**src/rtl/gsram_pkg.sv**
```systemverilog
// Shared constants and types for the GSRAM arbiter slice.
// Requester indices name the default datapath clients.
package gsram_pkg;

    localparam int GSRAM_ROWS   = 10;
    localparam int GSRAM_COLS   = 10;
    localparam int GSRAM_ADDR_W = 4;
    localparam int GSRAM_DATA_W = 16;

    localparam int REQ_MAC  = 0;
    localparam int REQ_LUT  = 1;
    localparam int REQ_HOST = 2;

    typedef enum logic {
        ARB_OPEN = 1'b0,
        ARB_HELD = 1'b1
    } arb_state_e;

    function automatic logic addr_in_range(input logic [GSRAM_ADDR_W-1:0] a,
                                           input int unsigned             lim);
        return {{(32-GSRAM_ADDR_W){1'b0}}, a} < lim;
    endfunction

endpackage

```
**src/rtl/gsram_prio_pick.sv**
```systemverilog
// Combinational one-hot picker: first set req bit found when scanning
// upward (with wrap) from the start index.
module gsram_prio_pick #(
    parameter int N  = 3,
    parameter int IW = (N > 1) ? $clog2(N) : 1
) (
    input  logic [N-1:0]  req,
    input  logic [IW-1:0] start,
    output logic [N-1:0]  gnt
);

    logic [IW-1:0] idx;
    logic          found;

    always_comb begin
        gnt   = '0;
        found = 1'b0;
        idx   = '0;
        for (int unsigned k = 0; k < N; k++) begin
            idx = IW'((32'(start) + k) % N);
            if (!found && req[idx]) begin
                gnt[idx] = 1'b1;
                found    = 1'b1;
            end
        end
    end

endmodule

```
**src/rtl/gsram_arbiter.sv**
```systemverilog
// Single-port GSRAM arbiter with lockable ownership for atomic RMW bursts.
// Build option: define GSRAM_ARB_ROUND_ROBIN_EN for rotating priority.
module gsram_arbiter
    import gsram_pkg::*;
#(
    parameter int NUM_REQ = 3,
    parameter int DATA_W  = GSRAM_DATA_W,
    parameter int ROWS    = GSRAM_ROWS,
    parameter int COLS    = GSRAM_COLS
) (
    input  logic                        clk,
    input  logic                        reset,
    input  logic [NUM_REQ-1:0]          req,
    input  logic [NUM_REQ-1:0]          lock,
    input  logic [NUM_REQ-1:0]          we,
    input  logic [NUM_REQ*4-1:0]        row,
    input  logic [NUM_REQ*4-1:0]        col,
    input  logic [NUM_REQ*DATA_W-1:0]   wdata,
    output logic [NUM_REQ-1:0]          gnt,
    output logic [NUM_REQ-1:0]          rvalid,
    output logic [DATA_W-1:0]           rdata,
    output logic                        addr_err,
    output logic                        sram_en,
    output logic                        sram_we,
    output logic [3:0]                  sram_row,
    output logic [3:0]                  sram_col,
    output logic [DATA_W-1:0]           sram_wdata,
    input  logic [DATA_W-1:0]           sram_rdata
);

    localparam int IDX_W = $clog2(NUM_REQ);
    localparam int AW    = GSRAM_ADDR_W;

    arb_state_e         state_q, state_d;
    logic [IDX_W-1:0]   owner_q, owner_d;
    logic [IDX_W-1:0]   start;
    logic [NUM_REQ-1:0] pick;
    logic [NUM_REQ-1:0] gnt_int;
    logic               any_gnt;

    logic [IDX_W-1:0]   win;
    logic [AW-1:0]      win_row, win_col;
    logic [DATA_W-1:0]  win_wdata;
    logic               win_we, win_lock, win_ok;

    logic               sram_en_q, sram_en_d;
    logic               sram_we_q, sram_we_d;
    logic [AW-1:0]      sram_row_q, sram_row_d;
    logic [AW-1:0]      sram_col_q, sram_col_d;
    logic [DATA_W-1:0]  sram_wdata_q, sram_wdata_d;
    logic               addr_err_q, addr_err_d;
    logic [NUM_REQ-1:0] rd_pend_q, rd_pend_d;
    logic               rd_err_q, rd_err_d;
    logic [NUM_REQ-1:0] rvalid_q, rvalid_d;
    logic               rd_err2_q, rd_err2_d;

`ifdef GSRAM_ARB_ROUND_ROBIN_EN
    logic [IDX_W-1:0]   rr_q, rr_d;

    always_comb begin
        rr_d = rr_q;
        if (state_q == ARB_OPEN && any_gnt)
            rr_d = (win == IDX_W'(NUM_REQ-1)) ? '0 : win + IDX_W'(1);
    end

    always_ff @(posedge clk or negedge reset) begin
        if (!reset) rr_q <= '0;
        else        rr_q <= rr_d;
    end

    assign start = rr_q;
`else
    assign start = '0;
`endif

    gsram_prio_pick #(.N(NUM_REQ), .IW(IDX_W)) u_pick (
        .req   (req),
        .start (start),
        .gnt   (pick)
    );

    // Grant is masked during reset so nothing can be accepted and then lost.
    always_comb begin
        gnt_int = '0;
        if (reset) begin
            if (state_q == ARB_OPEN)
                gnt_int = pick;
            else if (req[owner_q])
                gnt_int[owner_q] = 1'b1;
        end
    end

    assign gnt     = gnt_int;
    assign any_gnt = |gnt_int;

    always_comb begin
        win       = '0;
        win_row   = '0;
        win_col   = '0;
        win_wdata = '0;
        win_we    = 1'b0;
        win_lock  = 1'b0;
        for (int unsigned i = 0; i < NUM_REQ; i++) begin
            if (gnt_int[i]) begin
                win       = IDX_W'(i);
                win_row   = row[i*AW +: AW];
                win_col   = col[i*AW +: AW];
                win_wdata = wdata[i*DATA_W +: DATA_W];
                win_we    = we[i];
                win_lock  = lock[i];
            end
        end
        win_ok = addr_in_range(win_row, ROWS) && addr_in_range(win_col, COLS);
    end

    always_comb begin
        state_d = state_q;
        owner_d = owner_q;
        case (state_q)
            ARB_OPEN: begin
                if (any_gnt && win_lock) begin
                    state_d = ARB_HELD;
                    owner_d = win;
                end
            end
            ARB_HELD: begin
                // Releasing lock ends ownership whether or not the owner is requesting.
                if (!lock[owner_q])
                    state_d = ARB_OPEN;
            end
            default: state_d = ARB_OPEN;
        endcase
    end

    always_comb begin
        sram_en_d    = any_gnt && win_ok;
        sram_we_d    = any_gnt && win_we;
        sram_row_d   = any_gnt ? win_row   : sram_row_q;
        sram_col_d   = any_gnt ? win_col   : sram_col_q;
        sram_wdata_d = any_gnt ? win_wdata : sram_wdata_q;
        addr_err_d   = any_gnt && !win_ok;
        rd_pend_d    = (any_gnt && !win_we) ? gnt_int : '0;
        rd_err_d     = any_gnt && !win_ok;
        rvalid_d     = rd_pend_q;
        rd_err2_d    = rd_err_q;
    end

    always_ff @(posedge clk or negedge reset) begin
        if (!reset) begin
            state_q      <= ARB_OPEN;
            owner_q      <= '0;
            sram_en_q    <= 1'b0;
            sram_we_q    <= 1'b0;
            sram_row_q   <= '0;
            sram_col_q   <= '0;
            sram_wdata_q <= '0;
            addr_err_q   <= 1'b0;
            rd_pend_q    <= '0;
            rd_err_q     <= 1'b0;
            rvalid_q     <= '0;
            rd_err2_q    <= 1'b0;
        end else begin
            state_q      <= state_d;
            owner_q      <= owner_d;
            sram_en_q    <= sram_en_d;
            sram_we_q    <= sram_we_d;
            sram_row_q   <= sram_row_d;
            sram_col_q   <= sram_col_d;
            sram_wdata_q <= sram_wdata_d;
            addr_err_q   <= addr_err_d;
            rd_pend_q    <= rd_pend_d;
            rd_err_q     <= rd_err_d;
            rvalid_q     <= rvalid_d;
            rd_err2_q    <= rd_err2_d;
        end
    end

    assign sram_en    = sram_en_q;
    assign sram_we    = sram_we_q;
    assign sram_row   = sram_row_q;
    assign sram_col   = sram_col_q;
    assign sram_wdata = sram_wdata_q;
    assign addr_err   = addr_err_q;
    assign rvalid     = rvalid_q;
    // Macro data arrives in the rvalid cycle; errored reads return zero.
    assign rdata      = (|rvalid_q && !rd_err2_q) ? sram_rdata : '0;

endmodule

```
**config.mk**
```make
export PLATFORM = sky130hd
export DESIGN_NAME = gsram_arbiter
export DESIGN_NICKNAME = d
export VERILOG_FILES = /design/src/rtl/gsram_pkg.sv /design/src/rtl/gsram_prio_pick.sv /design/src/rtl/gsram_arbiter.sv
export SDC_FILE = /design/constraint.sdc
export NUM_CORES = 1
export LEC_CHECK = 0
export BUFFER_PORTS_ARGS = -buffer_cell sky130_fd_sc_hd__buf_4
export CAP_MARGIN = 20
export CORE_ASPECT_RATIO = 2
export CORE_UTILIZATION = 35
export CTS_BUF_LIST = sky130_fd_sc_hd__clkbuf_16
export DETAILED_ROUTE_END_ITERATION = 6
export PLACE_DENSITY_LB_ADDON = 0.25
export SETUP_SLACK_MARGIN = 0.02
export SLEW_MARGIN = 20
export SYNTH_ARGS = -nofsm -noshare
export SYNTH_HDL_FRONTEND = slang
export SYNTH_SLANG_ARGS = --single-unit
export TNS_END_PERCENT = 30
```
**constraint.sdc**
```tcl
create_clock -name clk -period 2.5 [get_ports clk]
set_input_delay 0.75 -clock clk [delete_from_list [all_inputs] [get_ports clk]]
set_output_delay 0.75 -clock clk [all_outputs]
set_load 0.03 [all_outputs]
```
# Word-level counts from Yosys, hierarchy flattened
# Cells that the tools add are included.
[totals]
reg_bits = 37
input_bits = 99
[op_classes]
reduce_logical = 18
bitwise = 1
mux = 36
order_cmp = 4
[op_table]
columns = ["operator", "n"]
rows = [
  ["$mux 16", 4],
  ["$mux 4", 6],
  ["$mux 1", 15],
  ["$mux 3", 5],
  ["$logic_and 1x1->1", 10],
  ["$lt 4x4->1 const B", 2],
  ["$reduce_or 3->1", 2],
  ["$logic_not 1->1", 5],
  ["$bmux 1 s2", 2],
  ["$mux 2", 2],
  ["$lt 2x3->1 const B", 1],
  ["$demux 1 s2", 1],
  ["$ge 2x1->1 const B", 1],
  ["$pmux 1 s2", 1],
  ["$reduce_and 2->1", 1],
  ["$not 1->1", 1],
]

# Logic depth before layout (Yosys ltp)
# Gate-level depths: netlist of the first run.
[depth]
ltp_word = 16
depth_mapped = 8
mapped_depth_nobuf = 5

# Hierarchy
# A second synthesis of the first run with hierarchy kept.
[hier_totals]
cells_unflattened = 237
area_unflattened_um2 = 2224.6
[by_module_without_submodules]
columns = ["mod", "area_per_inst_um2", "cells_each", "seq_area_each_um2", "n_inst"]
rows = [
  ["gsram_arbiter", 1951.9, 201, 925.9, 1],
  ["gsram_prio_pick", 272.8, 36, 0.0, 1],
]

# Worst setup path before layout of the first run
# Ideal clock, no wire load.
[synth_path]
kind = "input to output"
from = "in req[0]"
to = "out gnt[2]"
path_slack_ns = -0.107
t_arrival_ns = 1.857
required_time_ns = 1.750
stages = 5
path_cell_list = "nor4b_1 > o21a_1 > buf_6 > clkbuf_1 > buf_4"
[synth_via]
elab_chain_cells = 9
[synth_rtl]
columns = ["element", "line_no", "source"]
rows = [
  ["start: declaration", "gsram_arbiter.sv:13", "input logic [NUM_REQ-1:0] req,"],
  ["$mux 1", "gsram_prio_pick.sv:21", "if (!found && req[idx]) begin"],
  ["$logic_not 1->1", "gsram_prio_pick.sv:21", ""],
  ["$logic_and 1x1->1", "gsram_prio_pick.sv:21", ""],
  ["$mux 1", "gsram_prio_pick.sv:21", ""],
  ["$logic_not 1->1", "gsram_prio_pick.sv:21", ""],
  ["$logic_and 1x1->1", "gsram_prio_pick.sv:21", ""],
  ["$mux 3", "gsram_prio_pick.sv:21", ""],
  ["$mux 3 *", "gsram_arbiter.sv:86", "if (state_q == ARB_OPEN)"],
  ["$mux 3 *", "gsram_arbiter.sv:85", "if (reset) begin"],
  ["end: declaration", "gsram_arbiter.sv:19", "output logic [NUM_REQ-1:0] gnt,"],
]
# Every way passes the cells marked *; elsewhere a longest branch is shown, timed or not. The select of a mux whose other input is x is not followed.

# Worst setup path after layout of the first run
# Ends and elaborated chain as after synthesis.

==> results.txt, run 1 <==
RSZ-0062 raised after global routing: false
post-synthesis area per instance: 10.27 sq um
via count: 2024
vias in the first global route: 1984
Syn Nets: 276
Arrival @ worst endpoint: 1.61 ns
largest net degree at the start of global routing: 38
drt pass-1 iters: 5
EDFF count, synth: 0
# Post-CTS Setup Buffers: 0
share of cells above drive strength 1: 0.5123
Startpoint Class: input port
Synth Instances: 177
Slew Viols, Final: 0
DPL Wire Length: 4852 um
CP max FO: 4
reg2reg setup slack: 0.44 ns
Worst Setup SP: req[0]
CTS tree: done
outcome: complete, no violations
final WL: 6156 um
DRC Markers: 0
WP buf/inv: 2
Port Buffers: 147
count leader, synth: dfrtp_1
M1 GR Usage: 0.2225
Final GP Congestion: 0.7492
CTS resizes: 0
Top Usage Layer GRT: met2
Num CTS Buffers: 5
hold buffers post-CTS: 0
# placed instances: 375
Slowest-stage cell, CP: nor4b_2
Worst Reg-to-Reg Cells: 6
Post-synth ARST share: 1.000
GR Util met3: 0.02924
critical path, cell by cell: buf_4 -> nor4b_2 -> o21a_1 -> buf_4
CP max stage delay: 0.31 ns
setup_tns: 0 ns
crit end category: primary output
Finished Layout Cells: 383
Worst-Skew Late Latency: 0.27 ns
DR iter-0 viols: 140
DR vias/cell: 5.285
Cell Area, Synth: 1818 sq um
CTS clk-pin slew, worst paths: 0.05 ns
Req. time, crit path: 1.75 ns
Die Span Y: 103.9 um
Synth Register Bits: 37
deepest clock path buffer count: 2
synth warn: 0
final hold vios: 0
Global Route Usage Sum: 0.2241
Post-synth top flop: dfrtp_1
Die X: 52.96 um
Final Skew: 0.005522 ns
ANT nets after route: 0
min Tclk post-route: 2.356 ns
leading area contributor after synthesis: dfrtp_1
Tcrit/Tclk final: 0.9424
initial antenna violation count: 0
max-cap viol count: 0
maximum VDD drop: 653.5 uV
Global Route met2 Usage: 0.4313
library cells used by synthesis: 28
CP Capture Point: gnt[2]
row count: 36
clk root buf: clkbuf_16
DR WL/cell: 16.07 um
Tightest Pin Transition: 0.5962 ns
Most common cell on crit path: buf_4
WS Path Type: in -> out
Crit Reg-Reg Startpoint: state_q
delay-heaviest family, CP: simple AND/OR/NAND/NOR gates
P&R area growth vs syn: 71.85%
first-pass GRT wire length: 9108 um
I/O pin cnt: 148
Crit path depth: 4
fmax: 0.4244 GHz
DIE AREA: 5504 sq um
synth top area cells: dfrtp_1, a222oi_1, and2_1
Seq/Total Area, Yosys: 0.5093
Setup-failing EPs final: 0
Nets: 424
clock sinks: 37
core box area: 4910 sq um
Synth top cells by count: dfrtp_1, a222oi_1, nor2_1
filler cell count: 442
Critical R2R Capture: sram_row[0]
area share of the largest cell type after synthesis: 0.5093
P per Cell Area: 810.2 nW/um^2
total congestion overflow: 0
CTS HTree Levels: 2
Initial Util: 0.3703
P_leak: 1.610 nW
worst relative slew slack: 0.5995
Antenna Cells: 0
Hold WC Path Type: in -> async
[worst register-to-register path, cell delays in order, from the launching register on]
cell and delay [ns]:
dfrtp_1 0.44, and4b_1 0.25, o21a_1 0.21, buf_4 0.22, or3_4 0.57, nor2_1 0.16, a21oi_1 0.06
[stage by stage]
stage	power, mW	util	worst slack (ns)	hold WS (ns)	cell area [sq um]
finish	2.531	0.6363	0.1440	0.3243	3124
global placement	1.840	0.6032	0.1601	0.3360	2962
CTS	2.552	0.6363	0.1406	0.3230	3124
floorplan	1.409	-	0.03357	0.3312	1826
global route	2.645	0.6363	0.07984	0.3321	3124
detailed placement	1.861	0.6032	0.09607	0.3458	2962
[report_power, final]
| group | switching, mW | internal [mW] |
|---|---|---|
| registers | 0.0909 | 0.741 |
| logic | 0.591 | 0.423 |
| clock network | 0.223 | 0.463 |
[worst min-delay path by stage]
stage | endpoint | slack, ns | cells past startpoint
floorplan | rvalid[0] | 0.33 | 0
global placement | rvalid[0] | 0.34 | 0
detailed placement | rvalid[1] | 0.35 | 0
CTS | sram_en | 0.32 | 1
global route | sram_en | 0.33 | 1
finish | sram_en | 0.32 | 1
[cell families (layout without fill, tap and decap cells)]
logic type,count (synthesis),after routing,share of synthesized area
compound gates,53,53,0.2244
mux,3,3,0.01789
flops,37,37,0.5093
simple gates,68,68,0.1886
buf+inv,16,165,0.05987
[layer usage]
metal | up-vias | wire [um]
met3 | 10 | 430
met4 | 0 | 138
met1 | 933 | 1951
li1 | 963 | -
met5 | - | 0
met2 | 118 | 3635
[layout make-up]
class	instances	area, sq um	share of cell area
well taps	57	71.32	0.02283
clock inverters	3	37.54	0.01201
multi-input cells	124	789.5	0.2527
inverters	1	3.754	0.001201
flip-flops and latches	37	925.9	0.2964
clock buffers	5	125.1	0.04005
repair buffers	156	1171	0.3748
[registers in the layout, summed over array words and instances (netlist names)]
register    flops
state_q         1
sram_wdata     16
sram_col        4
sram_we         1
rd_err2_q       1
rd_err2_d       1
sram_row        4
rvalid          3
sram_en         1
owner_q         2
rd_pend_q       3
[placed cells by master (no fill, tap or decap), drive strengths merged]
cell type / count
a211oi: 1
a21o: 1
a21oi: 18
a222oi: 23
a22o: 2
and2: 18
and3: 1
and4b: 2
buf: 156
bufinv: 1
clkbuf: 5
clkinv: 1
dfrtp: 37
inv: 2
mux2: 2
mux2i: 1
nand2: 15
nand3b: 1
nor2: 23
nor2b: 1
nor3: 4
nor3b: 1
nor4b: 1
o21a: 2
o21ai: 2
o221a: 1
o22ai: 3
or3: 1
No activity file was read; power rests on OpenSTA's default activity.
==> run 2: changes to the inputs <==
--- a/config.mk
+++ b/config.mk
@@ -7,12 +7,12 @@
 export LEC_CHECK = 0
 export BUFFER_PORTS_ARGS = -buffer_cell sky130_fd_sc_hd__buf_4
 export CAP_MARGIN = 20
-export CORE_ASPECT_RATIO = 2
 export CORE_UTILIZATION = 35
 export CTS_BUF_LIST = sky130_fd_sc_hd__clkbuf_16
 export DETAILED_ROUTE_END_ITERATION = 6
 export PLACE_DENSITY_LB_ADDON = 0.25
 export SETUP_SLACK_MARGIN = 0.02
+export SKIP_LAST_GASP = 1
 export SLEW_MARGIN = 20
 export SYNTH_ARGS = -nofsm -noshare
 export SYNTH_HDL_FRONTEND = slang
==> run 2 against run 1 <==
Setup slack worse by 0.034 ns. Critical path depth stayed put. Final area barely moved. Via count rose by 0.64%. First-iteration DRC count rose by 2.1%. Utilization grew 0.86 points. Worst hold slack worse by 0.025 ns. Largest power group unchanged. Flip-flop and latch count is the same. Sequential power shrank 0.6%. Largest cell class unchanged. Highest routed layer unchanged. Combinational power is essentially flat.
==> results.txt, run 2 (synthesis results as in run 1) <==
outcome: complete, no violations
final hold vios: 0 (unchanged)
Post-Route Utilization: 0.6449 (+0.008563)
reg2reg setup slack: 0.49 ns (+0.05 ns)
I/O pin cnt: 148 (unchanged)
Logic pwr share: 0.417 (+0.016)
# Post-CTS Setup Buffers: 0 (unchanged)
Int Power: 1.525 mW (-6.2%)
Initial Util: 0.3750 (+0.004682)
Worst-Skew Late Latency: 0.27 ns (about the same)
Port Buffers: 147 (unchanged)
DR iter-0 viols: 143 (+2.1%)
Nets: 426 (+0.47%)
Slowest-stage cell, CP: nor4b_2
CTS clk-pin slew, worst paths: 0.05 ns (about the same)
Tightest Pin Transition: 0.6412 ns (+0.04499 ns)
Hold WC Path Type: in -> async
most common cell after layout, fill and taps aside: buf_4
drt pass-1 iters: 5 (unchanged)
P per Cell Area: 770.6 nW/um^2 (-4.9%)
clk root buf: clkbuf_16
NetSw: 0.8842 mW (-2.2%)
ANT nets after route: 0 (unchanged)
delay-heaviest family, CP: buffers and inverters
clock sinks: 37 (unchanged)
most frequent cells in the layout: buf_4, dfrtp_1, nor2_1, a222oi_1
Flop pwr share: 0.343 (+0.015)
max-cap viol count: 0 (unchanged)
hold buffers post-CTS: 0 (unchanged)
Setup-failing EPs final: 0 (unchanged)
Crit Reg-Reg Startpoint: state_q
P&R area growth vs syn: 71.99% (about the same)
maximum VDD drop: 509.3 uV (-22%)
via count: 2037 (+0.64%)
critical path, cell by cell: buf_4 -> nor4b_2 -> o21a_1 -> buf_4
CP max stage delay: 0.30 ns (about the same)
total congestion overflow: 0 (unchanged)
RSZ-0062 raised after global routing: false
Antenna Cells: 0 (unchanged)
vias in the first global route: 1928 (-2.8%)
DR vias/cell: 5.157 (-2.4%)
min Tclk post-route: 2.390 ns (+0.03392 ns)
first-pass GRT wire length: 8631 um (-5.2%)
Tcrit/Tclk final: 0.9560 (+0.01357)
Num CTS Buffers: 5 (unchanged)
DR WL/cell: 14.27 um (-11%)
WP buf/inv: 2 (unchanged)
P_leak: 1.606 nW (-0.26%)
CTS tree: done
CTS HTree Levels: 2 (unchanged)
Critical R2R Capture: sram_wdata[1]
DPL Wire Length: 4496 um (-7.3%)
row count: 25 (-31%)
fmax: 0.4184 GHz (-1.4%)
core box area: 4848 sq um (-1.2%)
deepest clock path buffer count: 2 (unchanged)
DRC Markers: 0 (unchanged)
Startpoint Class: input port
initial antenna violation count: 0 (unchanged)
Worst Reg-to-Reg Cells: 6 (unchanged)
crit end category: primary output
WS Path Type: in -> out
Die X: 74.07 um (+40%)
DIE AREA: 5486 sq um (-0.32%)
Global Route Usage Sum: 0.2046 (-0.01949)
filler cell count: 436 (-1.4%)
worst relative slew slack: 0.5710 (-0.02852)
Net Sw Frac: 0.3670 (+0.009654)
Arrival @ worst endpoint: 1.64 ns (+0.03 ns)
final WL: 5635 um (-8.5%)
CTS resizes: 0 (unchanged)
max reg flops: 16 (unchanged)
Final GP Congestion: 0.7906 (+5.5%)
Final Skew: 0.002687 ns (-0.002835 ns)
share of cells above drive strength 1: 0.5152 (+0.002974)
CP max FO: 5 (+1)
Die Span Y: 74.07 um (-29%)
Power Total: 2.409 mW (-4.8%)
hold slack: 0.2990 ns (-0.02533 ns)
setup_tns: 0 ns (unchanged)
clock share of power: 0.240 (-0.031)
largest net degree at the start of global routing: 38 (unchanged)
Slew Viols, Final: 0 (unchanged)
Most common cell on crit path: buf_4
Req. time, crit path: 1.75 ns (about the same)
-- run 2: changes by cell type in the layout (fill, tap and decap cells not counted), sizes merged --
cell,previous run,this run
inv,2,1
buf,156,158
clkinv,1,3
bufinv,1,0
-- run 2: power by group through the flow --
stage	registers (mW)	logic, mW	clock network [mW]
finish	0.827	1.00	0.578
CTS	0.828	1.01	0.592
floorplan	1.08	0.329	0
global route	0.849	1.07	0.618
detailed placement	0.835	1.01	0
global placement	0.832	1.00	0
-- run 2: how the worst max path moves through the flow --
stage               from        to  slack (ns)  cells after the start
6_report          req[0]    gnt[2]        0.11                      4
5_1_grt        rvalid[0]  rdata[0]        0.03                      4
4_1_cts           req[0]    gnt[2]        0.08                      4
3_5_place_dp      req[0]    gnt[2]        0.09                      4
3_3_place_gp      req[0]    gnt[2]        0.12                      4
2_1_floorplan     req[0]    gnt[1]        0.03                      4
-- run 2: stage by stage --
stage                     instances  worst slack (ns)  instance area, sq um
final                           395            0.1101                  3127
after global routing            395           0.03458                  3127
after CTS                       395           0.08383                  3127
after global placement          387            0.1210                  2989
after detailed placement        387           0.08774                  2989
after floorplan                 177           0.03357                  1826
-- run 2: worst register-to-register path, delay by kind of cell, from the launching register on --
family / cells / cell delay (ns)
AOI/OAI and AO/OA: 2 / 0.28
buffers and inverters: 1 / 0.20
DFF: 1 / 0.44
and+or+nand+nor: 3 / 0.96
-- run 2: metal layers --
metal,vias up,routed length (um),GRT usage
met5,-,0,0
met4,0,42,0.07051
met3,4,597,0.05691
met2,115,2971,0.3788
met1,951,2022,0.2229
li1,967,-,-
-- run 2: cell type report --
| cell class | count | area (sq um) | area share |
|---|---|---|---|
| Timing Repair Buffer | 158 | 1186 | 0.3794 |
| Sequential cell | 37 | 925.9 | 0.2961 |
| Multi-Input combinational cell | 124 | 789.5 | 0.2525 |
| Clock buffer | 5 | 125.1 | 0.04002 |
| Tap cell | 67 | 83.83 | 0.02681 |
| Clock inverter | 3 | 12.51 | 0.004002 |
| Inverter | 1 | 3.754 | 0.001200 |
